==> src/rtl/mem_access_if.sv <==
// Bundle of the execute-side, data-memory and writeback handshakes seen by mem_access.
interface mem_access_if #(parameter int unsigned XLEN = 32);
  logic            valid;
  logic            ready;
  logic            mem_op;
  logic            store;
  logic [2:0]      funct3;
  logic [XLEN-1:0] addr;
  logic [XLEN-1:0] wdata;
  logic [4:0]      rd_addr;
  logic            rd_wen;

  logic            dmem_req;
  logic            dmem_we;
  logic [XLEN-1:0] dmem_addr;
  logic [XLEN-1:0] dmem_wdata;
  logic [3:0]      dmem_be;
  logic            dmem_gnt;
  logic            dmem_rvalid;
  logic [XLEN-1:0] dmem_rdata;

  logic            wb_valid;
  logic            wb_ready;
  logic [XLEN-1:0] wb_data;
  logic [4:0]      wb_rd_addr;
  logic            wb_rd_wen;
  logic            misaligned;
  logic            illegal;

  modport slave (
    input  valid, mem_op, store, funct3, addr, wdata, rd_addr, rd_wen,
           dmem_gnt, dmem_rvalid, dmem_rdata, wb_ready,
    output ready, dmem_req, dmem_we, dmem_addr, dmem_wdata, dmem_be,
           wb_valid, wb_data, wb_rd_addr, wb_rd_wen, misaligned, illegal
  );

  modport master (
    output valid, mem_op, store, funct3, addr, wdata, rd_addr, rd_wen,
           dmem_gnt, dmem_rvalid, dmem_rdata, wb_ready,
    input  ready, dmem_req, dmem_we, dmem_addr, dmem_wdata, dmem_be,
           wb_valid, wb_data, wb_rd_addr, wb_rd_wen, misaligned, illegal
  );
endinterface

==> src/rtl/mem_access.sv <==
// Memory/writeback stage: one instruction at a time, byte-lane loads/stores over
// a req/gnt/rvalid port, and a single writeback beat per instruction.
module mem_access #(
  parameter int unsigned XLEN = 32
) (
  input  logic         i_clk,
  input  logic         i_reset,
  mem_access_if.slave  bus
);

  typedef enum logic [1:0] {IDLE, REQ, RESP, WB} state_t;

  state_t          state;
  logic [2:0]      f3_q;
  logic [1:0]      off_q;
  logic            wen_q;

  logic            is_ill;
  logic            is_mis;
  logic [3:0]      be_d;
  logic [XLEN-1:0] wdata_d;
  logic [7:0]      byte_sel;
  logic [15:0]     half_sel;
  logic [XLEN-1:0] load_d;

  always_comb begin
    is_ill  = (bus.funct3 == 3'b011) || (bus.funct3[2:1] == 2'b11) ||
              (bus.store && bus.funct3[2]);
    is_mis  = ((bus.funct3[1:0] == 2'b01) && bus.addr[0]) ||
              ((bus.funct3[1:0] == 2'b10) && (bus.addr[1:0] != 2'b00));
    be_d    = 4'b1111;
    wdata_d = bus.wdata;
    if (bus.store) begin
      case (bus.funct3[1:0])
        2'b00: begin
          be_d    = 4'b0001 << bus.addr[1:0];
          wdata_d = {4{bus.wdata[7:0]}};
        end
        2'b01: begin
          be_d    = bus.addr[1] ? 4'b1100 : 4'b0011;
          wdata_d = {2{bus.wdata[15:0]}};
        end
        default: ;
      endcase
    end
  end

  // Lane select uses the offset captured at accept, since the input address is gone by RESP.
  always_comb begin
    byte_sel = bus.dmem_rdata[{off_q, 3'b000} +: 8];
    half_sel = off_q[1] ? bus.dmem_rdata[31:16] : bus.dmem_rdata[15:0];
    case (f3_q)
      3'b000:  load_d = {{(XLEN-8){byte_sel[7]}}, byte_sel};
      3'b001:  load_d = {{(XLEN-16){half_sel[15]}}, half_sel};
      3'b100:  load_d = {{(XLEN-8){1'b0}}, byte_sel};
      3'b101:  load_d = {{(XLEN-16){1'b0}}, half_sel};
      default: load_d = bus.dmem_rdata;
    endcase
  end

  always_ff @(posedge i_clk or posedge i_reset) begin
    if (i_reset) begin
      state          <= IDLE;
      bus.ready      <= 1'b1;
      bus.dmem_req   <= 1'b0;
      bus.dmem_we    <= 1'b0;
      bus.dmem_addr  <= '0;
      bus.dmem_wdata <= '0;
      bus.dmem_be    <= '0;
      bus.wb_valid   <= 1'b0;
      bus.wb_data    <= '0;
      bus.wb_rd_addr <= '0;
      bus.wb_rd_wen  <= 1'b0;
      bus.misaligned <= 1'b0;
      bus.illegal    <= 1'b0;
      f3_q           <= '0;
      off_q          <= '0;
      wen_q          <= 1'b0;
    end else begin
      case (state)
        IDLE: begin
          if (bus.valid) begin
            bus.ready      <= 1'b0;
            bus.wb_rd_addr <= bus.rd_addr;
            bus.wb_data    <= '0;
            bus.wb_rd_wen  <= 1'b0;
            bus.misaligned <= 1'b0;
            bus.illegal    <= 1'b0;
            f3_q           <= bus.funct3;
            off_q          <= bus.addr[1:0];
            wen_q          <= bus.rd_wen && (bus.rd_addr != '0);
            if (!bus.mem_op) begin
              bus.wb_data   <= bus.addr;
              bus.wb_rd_wen <= bus.rd_wen && (bus.rd_addr != '0);
              bus.wb_valid  <= 1'b1;
              state         <= WB;
            end else if (is_ill) begin
              bus.illegal  <= 1'b1;
              bus.wb_valid <= 1'b1;
              state        <= WB;
            end else if (is_mis) begin
              bus.misaligned <= 1'b1;
              bus.wb_valid   <= 1'b1;
              state          <= WB;
            end else begin
              bus.dmem_req   <= 1'b1;
              bus.dmem_we    <= bus.store;
              bus.dmem_addr  <= {bus.addr[XLEN-1:2], 2'b00};
              bus.dmem_be    <= be_d;
              bus.dmem_wdata <= wdata_d;
              state          <= REQ;
            end
          end
        end
        REQ: begin
          if (bus.dmem_gnt) begin
            bus.dmem_req <= 1'b0;
            if (bus.dmem_we) begin
              bus.wb_rd_wen <= 1'b0;
              bus.wb_valid  <= 1'b1;
              state         <= WB;
            end else begin
              state <= RESP;
            end
          end
        end
        RESP: begin
          if (bus.dmem_rvalid) begin
            bus.wb_data   <= load_d;
            bus.wb_rd_wen <= wen_q;
            bus.wb_valid  <= 1'b1;
            state         <= WB;
          end
        end
        WB: begin
          if (bus.wb_ready) begin
            bus.wb_valid   <= 1'b0;
            bus.wb_rd_wen  <= 1'b0;
            bus.misaligned <= 1'b0;
            bus.illegal    <= 1'b0;
            bus.ready      <= 1'b1;
            state          <= IDLE;
          end
        end
      endcase
    end
  end

endmodule

==> src/flat_wrapper.sv <==
// flat-port wrapper written by rule: the top's interface ports become plain ports
module mem_access_flat 
#(
  parameter int unsigned XLEN = 32
)
  (i_clk, i_reset, bus_valid, bus_mem_op, bus_store, bus_funct3, bus_addr, bus_wdata, bus_rd_addr, bus_rd_wen, bus_dmem_gnt, bus_dmem_rvalid, bus_dmem_rdata, bus_wb_ready, bus_ready, bus_dmem_req, bus_dmem_we, bus_dmem_addr, bus_dmem_wdata, bus_dmem_be, bus_wb_valid, bus_wb_data, bus_wb_rd_addr, bus_wb_rd_wen, bus_misaligned, bus_illegal);
  mem_access_if #(.XLEN(XLEN)) bus_i ();
  input  logic i_clk;
  input  logic i_reset;
  input wire logic [$bits(bus_i.valid)-1:0] bus_valid;
  input wire logic [$bits(bus_i.mem_op)-1:0] bus_mem_op;
  input wire logic [$bits(bus_i.store)-1:0] bus_store;
  input wire logic [$bits(bus_i.funct3)-1:0] bus_funct3;
  input wire logic [$bits(bus_i.addr)-1:0] bus_addr;
  input wire logic [$bits(bus_i.wdata)-1:0] bus_wdata;
  input wire logic [$bits(bus_i.rd_addr)-1:0] bus_rd_addr;
  input wire logic [$bits(bus_i.rd_wen)-1:0] bus_rd_wen;
  input wire logic [$bits(bus_i.dmem_gnt)-1:0] bus_dmem_gnt;
  input wire logic [$bits(bus_i.dmem_rvalid)-1:0] bus_dmem_rvalid;
  input wire logic [$bits(bus_i.dmem_rdata)-1:0] bus_dmem_rdata;
  input wire logic [$bits(bus_i.wb_ready)-1:0] bus_wb_ready;
  output wire logic [$bits(bus_i.ready)-1:0] bus_ready;
  output wire logic [$bits(bus_i.dmem_req)-1:0] bus_dmem_req;
  output wire logic [$bits(bus_i.dmem_we)-1:0] bus_dmem_we;
  output wire logic [$bits(bus_i.dmem_addr)-1:0] bus_dmem_addr;
  output wire logic [$bits(bus_i.dmem_wdata)-1:0] bus_dmem_wdata;
  output wire logic [$bits(bus_i.dmem_be)-1:0] bus_dmem_be;
  output wire logic [$bits(bus_i.wb_valid)-1:0] bus_wb_valid;
  output wire logic [$bits(bus_i.wb_data)-1:0] bus_wb_data;
  output wire logic [$bits(bus_i.wb_rd_addr)-1:0] bus_wb_rd_addr;
  output wire logic [$bits(bus_i.wb_rd_wen)-1:0] bus_wb_rd_wen;
  output wire logic [$bits(bus_i.misaligned)-1:0] bus_misaligned;
  output wire logic [$bits(bus_i.illegal)-1:0] bus_illegal;
  assign bus_i.valid = bus_valid;
  assign bus_i.mem_op = bus_mem_op;
  assign bus_i.store = bus_store;
  assign bus_i.funct3 = bus_funct3;
  assign bus_i.addr = bus_addr;
  assign bus_i.wdata = bus_wdata;
  assign bus_i.rd_addr = bus_rd_addr;
  assign bus_i.rd_wen = bus_rd_wen;
  assign bus_i.dmem_gnt = bus_dmem_gnt;
  assign bus_i.dmem_rvalid = bus_dmem_rvalid;
  assign bus_i.dmem_rdata = bus_dmem_rdata;
  assign bus_i.wb_ready = bus_wb_ready;
  assign bus_ready = bus_i.ready;
  assign bus_dmem_req = bus_i.dmem_req;
  assign bus_dmem_we = bus_i.dmem_we;
  assign bus_dmem_addr = bus_i.dmem_addr;
  assign bus_dmem_wdata = bus_i.dmem_wdata;
  assign bus_dmem_be = bus_i.dmem_be;
  assign bus_wb_valid = bus_i.wb_valid;
  assign bus_wb_data = bus_i.wb_data;
  assign bus_wb_rd_addr = bus_i.wb_rd_addr;
  assign bus_wb_rd_wen = bus_i.wb_rd_wen;
  assign bus_misaligned = bus_i.misaligned;
  assign bus_illegal = bus_i.illegal;
  mem_access #(.XLEN(XLEN)) u_core (.i_clk(i_clk), .i_reset(i_reset), .bus(bus_i));
endmodule
==> config.mk <==
export PLATFORM = sky130hd
export DESIGN_NAME = mem_access_flat
export DESIGN_NICKNAME = d
export VERILOG_FILES = /design/src/rtl/mem_access_if.sv /design/src/rtl/mem_access.sv /design/src/flat_wrapper.sv
export SDC_FILE = /design/constraint.sdc
export NUM_CORES = 1
export LEC_CHECK = 0
export ABC_AREA = 1
export CAP_MARGIN = 0
export CORE_MARGIN = 3
export CORE_UTILIZATION = 45
export DETAILED_ROUTE_END_ITERATION = 8
export PLACE_DENSITY = 0.88
export SYNTH_ARGS = -nofsm -noshare
export SYNTH_HDL_FRONTEND = slang
export SYNTH_SLANG_ARGS = --single-unit
==> constraint.sdc <==
create_clock -name i_clk -period 4.1 [get_ports i_clk]
set_input_delay 0.615 -clock i_clk [delete_from_list [all_inputs] [get_ports i_clk]]
set_output_delay 0.615 -clock i_clk [all_outputs]
set_load 0.01 [all_outputs]
== After elaboration in Yosys (flattened, before gate mapping) ==
Index checks and enable logic that the tools add are counted.

* Eq/ne operators: 19
* Shift-type cells: 2
* Multiplexer cells: 53
* Bitwise logic cells: 2
* Reduce and logical (&&, ||, !) cells: 23

{| class="wikitable"
|+ Operators with widths
! cell !! count
|-
| $mux W32 || 4
|-
| $pmux W32 S2 || 2
|-
| $pmux W32 S4 || 1
|-
| $shiftx A32 B6 Y8 || 1
|-
| $mux W1 || 28
|-
| $mux W16 || 1
|-
| $mux W2 || 7
|-
| $ne A2 B2 Y1 const B || 7
|-
| $reduce_and A6 Y1 || 2
|-
| $reduce_and A5 Y1 || 2
|-
| $eq A2 B2 Y1 const B || 4
|-
| $mux W4 || 2
|-
| $pmux W1 S2 || 4
|-
| $pmux W1 S4 || 2
|-
| $pmux W2 S4 || 1
|-
| $pmux W4 S2 || 1
|-
| $reduce_bool A2 Y1 || 4
|-
| $eq A3 B3 Y1 const B || 2
|-
| $reduce_and A3 Y1 || 2
|-
| $reduce_bool A5 Y1 || 1
|-
| $eq A2 B1 Y1 const B || 2
|-
| $logic_and A1 B1 Y1 || 4
|-
| $logic_not A2 Y1 || 2
|-
| $ne A4 B2 Y1 const B || 1
|-
| other kinds (9) || 12
|}

* Register bits: 118
* Input port bits: 113
* Output and inout bits: 112
* Word-level logic and storage cells: 115

== Longest topological paths before layout ==
Gate-level depths: netlist of the first run.

* Depth in word-level cells: 8
* Gate-level depth with buffers: 11
* Mapped depth without buffers: 10

== Worst setup path after synthesis of the first run ==
OpenSTA, ideal clock, no wires.

* Path kind: in2reg
* Start point: input bus_store
* End point: register u_core.bus.dmem_addr[10]
* Setup time: 0.117 ns
* Arrival time: 1.798 ns
* Required time: 3.983 ns
* Path slack: 2.185 ns
* Cell stages on the path: 11
* Path buffers: 3
* Path through: buf_2 inv_2 nand2_1 nand2_1 nand2_1 nor3_4 nand2_2 buf_4 buf_4 nand2_1 nand2_1

* Word-level cells in the longest chain between the ends: 4

{| class="wikitable"
|+ Ends and longest elaborated chain
! what !! RTL line !! source
|-
| from (decl) || flat_wrapper.sv:12 || <nowiki>input wire logic [$bits(bus_i.store)-1:0] bus_store;</nowiki>
|-
| $logic_and A1 B1 Y1 || mem_access.sv:28 || <nowiki>(bus.store && bus.funct3[2]);</nowiki>
|-
| $logic_or A1 B1 Y1 || mem_access.sv:27 || <nowiki>is_ill = (bus.funct3 == 3'b011) || (bus.funct3[2:1] == 2'b11) ||</nowiki>
|-
| $not A1 Y1 (no line) || n/a ||
|-
| $reduce_and A5 Y1 (no line) || n/a ||
|-
| to (signal assigned) || mem_access.sv:108 || <nowiki>bus.dmem_addr <= {bus.addr[XLEN-1:2], 2'b00};</nowiki>
|-
| to (decl) || mem_access_if.sv:33 || <nowiki>output ready, dmem_req, dmem_we, dmem_addr, dmem_wdata, dmem_be,</nowiki>
|}

Every way passes these cells.
A chain may end at the register's enable or synchronous reset.

== Worst setup path in the final report of the first run ==
* Start point: register u_core.state[0]
* End point: register u_core.bus.wb_data[9] (netlist name)

* Word-level cells in the longest chain between the ends: 3
* Elaborated cells on any way between the ends: 7
* Classes of those cells: eq/ne (3); mux (1); reduce/logical (3)

{| class="wikitable"
|+ Ends and longest elaborated chain
! what !! RTL line !! source
|-
| from (decl) || mem_access.sv:13 || <nowiki>state_t state;</nowiki>
|-
| from (signal assigned) || mem_access.sv:63 || <nowiki>state <= IDLE;</nowiki>
|-
| from (signal assigned) || mem_access.sv:96 || <nowiki>state <= WB;</nowiki>
|-
| from (signal assigned) || mem_access.sv:100 || <nowiki>state <= WB;</nowiki>
|-
| $eq A2 B2 Y1 / $logic_not A2 Y1 (equally long branches) || mem_access.sv:80 || <nowiki>case (state)</nowiki>
|-
| $ne A2 B2 Y1 (no line) / $reduce_bool A2 Y1 (equally long branches) || n/a ||
|-
| $reduce_and A3 Y1 (no line) || n/a ||
|-
| to (signal assigned) || mem_access.sv:93 || <nowiki>bus.wb_data <= bus.addr;</nowiki>
|-
| to (signal assigned) || mem_access.sv:129 || <nowiki>bus.wb_data <= load_d;</nowiki>
|-
| to (decl) || mem_access_if.sv:34 || <nowiki>wb_valid, wb_data, wb_rd_addr, wb_rd_wen, misaligned, illegal</nowiki>
|}

Several ways; a longest one is shown, not always the timed one.

==> results of run 1 <==
[synth_stat cells (4+ instances only)]
cell	instances	area, um^2
a21oi_1	89	445
buf_2	14	70.1
buf_4	5	37.5
clkbuf_1	35	131
dfrtp_1	117	2930
ha_1	4	50.1
inv_1	51	191
nand2_1	297	1110
nand3_1	95	475
nor2_1	58	218
o21ai_0	59	295
o21ai_1	10	50.1
[state kept, by name, summed over array words and instances, names as in the netlist]
signal,count
u_core.f3_q,3
u_core.bus.misaligned,1
u_core.bus.wb_valid,1
u_core.bus.dmem_be,4
u_core.bus.dmem_req,1
u_core.bus.wb_data,32
u_core.bus.ready,1
u_core.wen_q,1
u_core.bus.wb_rd_addr,5
u_core.bus.dmem_we,1
u_core.bus.wb_rd_wen,1
u_core.bus.illegal,1
u_core.bus.dmem_wdata,32
u_core.state,2
u_core.bus.dmem_addr,30
u_core.off_q,2
[routing by layer]
layer / vias up / track usage (%) / wire [um]
li1: 3146 / - / -
met1: 3040 / 34.5 / 8050
met2: 349 / 44.9 / 9680
met3: 27 / 7.56 / 1950
met4: 0 / 7.98 / 308
met5: - / 0 / 0
[worst register-to-register path, delay by kind of cell (launching register included)]
family | cells | cell delay [ns]
AOI/OAI and AO/OA | 1 | 0.16
buffers and inverters | 4 | 1.46
adders and majority gates | 1 | 0.20
DFF | 1 | 0.38
and+or+nand+nor | 3 | 0.45
[layout make-up]
type / count / area [um^2] / share of cell area (%)
sequential: 118 / 2950 / 32.7
clock buffer: 20 / 447 / 4.94
timing repair buffer: 233 / 2320 / 25.6
tap: 176 / 220 / 2.44
inverter: 54 / 205 / 2.27
clock inverter: 12 / 154 / 1.70
multi-input combinational: 625 / 2740 / 30.3
[metrics by stage]
stage | worst slack, ns | total power (W)
6_report | 1.36 | 0.00695
5_1_grt | 1.10 | 0.00746
3_5_place_dp | 1.08 | 0.00543
3_3_place_gp | 1.22 | 0.00533
2_1_floorplan | 0.358 | 0.00383
4_1_cts | 1.37 | 0.00697
[cell families (layout without fill, tap and decap cells)]
family / Yosys count / after routing / synth area share, %
adders and majority gates: 4 / 4 / 0.815
and+or+nand+nor: 457 / 457 / 30.3
other: 1 / 2 / 0.0610
buffers and inverters: 110 / 319 / 7.43
DFF: 118 / 118 / 48.1
AOI/OAI and AO/OA: 162 / 162 / 13.3
[power by group through the flow]
stage / clock, W / sequential, W / combinational, W
2_1_floorplan: 0 / 0.00227 / 0.00156
3_3_place_gp: 0 / 0.00211 / 0.00322
3_5_place_dp: 0 / 0.00210 / 0.00333
4_1_cts: 0.00152 / 0.00211 / 0.00334
5_1_grt: 0.00159 / 0.00217 / 0.00370
6_report: 0.00151 / 0.00212 / 0.00332
[final timing paths]
check	start	endpoint	slack (ns)	depth (start not counted)
worst max register to register	u_core.state[0]	u_core.bus.wb_data[9]	1.36	9
worst min register to register	u_core.bus.ready	u_core.bus.ready	0.47	2
worst max-delay path	u_core.state[0]	u_core.bus.wb_data[9]	1.36	9
max in group asynchronous	i_reset	u_core.bus.wb_data[31]	2.40	3
min in group asynchronous	i_reset	u_core.bus.dmem_addr[2]	0.84	2
worst min-delay path	u_core.bus.ready	u_core.bus.ready	0.47	2
==> out/qor.csv, run 1 <==
metric,value,unit
Critical Path RT,4.43,ns
Detail Route Antenna Nets,0,
Layout fillers,1059,
global route total overflow,0,
Net Sw Frac,38.5,%
cell family with most CP delay,buffers and inverters,
"most common cell after layout, fill and taps aside",nand2_1,
internal power,0.00427,W
Nets,1166,
"Cell Area, Placed",8440,um^2
Fin Setup TNS,0,ns
worst path cell trace,"inv_1, ha_1, buf_4, inv_1, or2_2, nand2_1, inv_1, nor2_1, a21oi_1",
clock root buffer,clkbuf_16,
Via Count,6562,
Post-Syn Area,6140,um^2
"Data arrival, critical path",3.06,ns
hold crit path type,reg -> reg,
Post-synth EDFFs,0,
sequential area share after synthesis,48.1,%
RSZ-0062 raised after global routing,false,
min Tclk post-route,2.74,ns
Yosys cell types,27,
TritonCTS clock tree,built,
Avg Inst Size Synth,7.21,um^2
Crit-path slowest cell,inv_1,
Worst Tran Pin Value,1.10,ns
most frequent cells in the layout,"nand2_1, clkdlybuf4s50_1, dfrtp_1",
P&R area growth vs syn,47.1,%
Crit Path Class,reg -> reg,
gr usage total,27.0,%
combinational fraction of design power,47.8,%
Pleak,4.31,nW
"Top FF cell, synth",dfrtp_1,
first-pass GRT wire length,31.6,mm
number of global-route vias before repair,6247,
CP max stage delay,0.76,ns
Yosys Warn Count,0,
Sequential Power Share,30.5,%
max-slew violation count,0,
vias per std cell,5.30,
max_slew headroom,26.8,%
DP Wirelength,14.4,mm
clock latency on the worst-skew pair,0.41,ns
IO Pins,225,
# rows,42,
drt pass-1 iters,5,
RePlAce Congestion,0.986,
kind of end point of the critical path,flip-flop,
switching component of the power,0.00267,W
pin count of the biggest net entering global routing,92,
IO buf count,222,
Cells after Synth,852,
number of setup buffers added after CTS,0,
final WL,20.0,mm
Clock Tree Buf Depth,2,
Initial Util,46.2,%
hold slack,0.471,ns
initial antenna violation count,0,
final hold violations,0,
share of layout cells above drive strength 1,4.71,%
CTS buffer count,17,
drt drc,0,
status,"complete, no violations",
Core Box Area,13300,um^2
diode count,0,
CTS clock-pin slew for the worst setup and hold paths,0.06,ns
power density over cell area,769,nW/um^2
maxcap violations,0,
cts hold-fix bufs,0,
Clk pwr share,21.7,%
die height,123,um
# H-tree levels,4,
design area,9040,um^2
final core occ,68.0,%
"most used cell, CP",inv_1,
1st-iter DRT viols,554,
die area,15100,um^2
PostCTS Resize Cnt,0,
VDD IR max,0.405,mV
"Max FO, Critical Path",32,
Async SR Flop Fraction,100,%
final-report setup violation count,0,
clk_skew,0.00720,ns
Post-Layout Cell Count,1238,
Sink Count,118,
"FF+latch count, synth",118,
CP Launch Type,flip-flop,
FMAX,0.365,GHz
final period utilization,66.8,%
Buf/Inv on CP,4,
wire per inst,16.1,um
dpl cells,1206,
die width,123,um
Note: power is estimated with default switching activity, not from simulation.
==> run 2: changes to the inputs <==
Clock period 4.1 ns to 2.8 ns, I/O delays scaled along.
==> run 2 against run 1 <==
Effect of this change:
- maximum frequency is 17% higher
- sequential share of layout area is 0.13 points lower
- combinational power is 49% higher
- critical path depth is 1 lower
- via count is 1.3% lower
- wire length is 0.26% higher
- utilization is 0.26 points higher
- first-iteration DRC count is 4.2% higher
- count of clock-buffer cells in the layout is 3 lower
- final cell count is 0.57% higher
- die area stayed put
- largest cell class unchanged
- highest routed layer unchanged
==> out/qor.csv, run 2 (synthesis results as in run 1) <==
metric,value,unit
design area,9070,um^2
Sink Count,118,
number of setup buffers added after CTS,0,
RSZ-0062 raised after global routing,false,
"most common cell after layout, fill and taps aside",nand2_1,
Worst R2R Path Depth,8,
"Cell Area, Placed",8500,um^2
diode count,0,
Nets,1173,
M3 GR Usage,8.94,%
VDD IR max,0.589,mV
Clock Tree Buf Depth,2,
Core Box Area,13300,um^2
max_slew headroom,49.9,%
Reg area,2950,um^2
CTS buffer count,17,
most frequent cells in the layout,"nand2_1, clkdlybuf4s50_1, dfrtp_1",
1st-iter DRT viols,577,
Top Registers,"u_core.bus.dmem_wdata (32), u_core.bus.wb_data (32), u_core.bus.dmem_addr (30)",
status,"complete, no violations",
pin count of the biggest net entering global routing,119,
global route total overflow,0,
drt pass-1 iters,5,
first-pass GRT wire length,31.5,mm
die area,15100,um^2
final period utilization,83.6,%
final WL,20.0,mm
worst path cell trace,"inv_1, ha_1, inv_1, or2_2, nand2_1, buf_4, a21oi_1, a21oi_1",
die width,123,um
min Tclk post-route,2.34,ns
# rows,42,
wire per inst,16.1,um
DP Wirelength,14.6,mm
vias per std cell,5.20,
TritonCTS clock tree,built,
number of global-route vias before repair,6278,
"Data arrival, critical path",2.62,ns
clock latency on the worst-skew pair,0.41,ns
PostCTS Resize Cnt,0,
maxcap violations,0,
Critical Path RT,3.08,ns
power density over cell area,1120,nW/um^2
CTS clock-pin slew for the worst setup and hold paths,0.06,ns
# H-tree levels,4,
Fin Setup TNS,0,ns
drt drc,0,
Hold Path Depth,2,
FMAX,0.427,GHz
CP max stage delay,0.37,ns
hold crit path type,reg -> reg,
Crit Path Class,reg -> reg,
RePlAce Congestion,0.968,
Power Total,0.0101,W
CP Launch Type,flip-flop,
share of layout cells above drive strength 1,5.52,%
gr usage total,26.7,%
Crit-path slowest cell,dfrtp_1,
Worst Tran Pin Value,0.750,ns
P&R area growth vs syn,47.7,%
IO Pins,225,
Most Crowded Layer GR,met2,
final-report setup violation count,0,
Layout fillers,1093,
die height,123,um
kind of end point of the critical path,flip-flop,
final hold violations,0,
IO buf count,222,
Detail Route Antenna Nets,0,
initial antenna violation count,0,
Post-Layout Cell Count,1245,
dpl cells,1213,
"Max FO, Critical Path",16,
met2 Resource Use GR,44.0,%
max-slew violation count,0,
clock root buffer,clkbuf_16,
met1 global-route usage,33.1,%
cts hold-fix bufs,0,
clk_skew,0.00961,ns
Initial Util,46.2,%
area of the multi-input gates,2740,um^2
Pleak,4.33,nW
Via Count,6474,
[run 2: cell types whose count changed in the layout (fill, tap and decap cells not counted), sizes merged]
cell / delta
buf: +7
bufinv: -2
clkinv: -3
inv: +6
clkinvlp: +2
clkbuf: -3
[run 2: power by group]
group	switching, W	internal, W	total [W]
combinational	0.00260	0.00235	0.00495
clock	0.000859	0.00124	0.00210
sequential	0.000522	0.00254	0.00306
[run 2: through the flow]
stage	hold slack, ns	worst slack (ns)	util, %
5_1_grt	0.491	0.269	68.2
6_report	0.467	0.460	68.2
4_1_cts	0.472	0.494	68.2
3_5_place_dp	0.458	0.331	63.9
3_3_place_gp	0.453	0.407	63.9
2_1_floorplan	0.454	0.939	-
[run 2: final timing paths]
| check | start | endpoint | slack, ns |
|---|---|---|---|
| max | u_core.state[0] | u_core.bus.wb_data[7] | 0.46 |
| min | u_core.bus.ready | u_core.bus.ready | 0.47 |
| max reg2reg | u_core.state[0] | u_core.bus.wb_data[7] | 0.46 |
| min reg2reg | u_core.bus.ready | u_core.bus.ready | 0.47 |
| max in group asynchronous | i_reset | u_core.bus.dmem_addr[18] | 1.78 |
| min in group asynchronous | i_reset | u_core.bus.dmem_wdata[19] | 0.53 |
[run 2: metal layers]
| layer | part of all wire (%) | wire length, um |
|---|---|---|
| met5 | 0 | 0 |
| met4 | 2.0 | 398 |
| met1 | 40 | 8110 |
| met2 | 48 | 9560 |
| met3 | 9.9 | 1970 |
[run 2: worst max-delay path: cells and delay by family, from the launching register on]
| family | cells | cell delay [ns] |
|---|---|---|
| compound gates | 2 | 0.36 |
| fa+ha+maj | 1 | 0.21 |
| buf+inv | 3 | 0.75 |
| simple gates | 2 | 0.52 |
| flops | 1 | 0.37 |
[run 2: layout make-up]
class | instances | share of cell area, %
repair buffers | 240 | 26.3
well taps | 176 | 2.43
multi-input cells | 625 | 30.2
clock inverters | 15 | 1.59
clock buffers | 17 | 4.69
inverters | 54 | 2.28
flip-flops and latches | 118 | 32.6
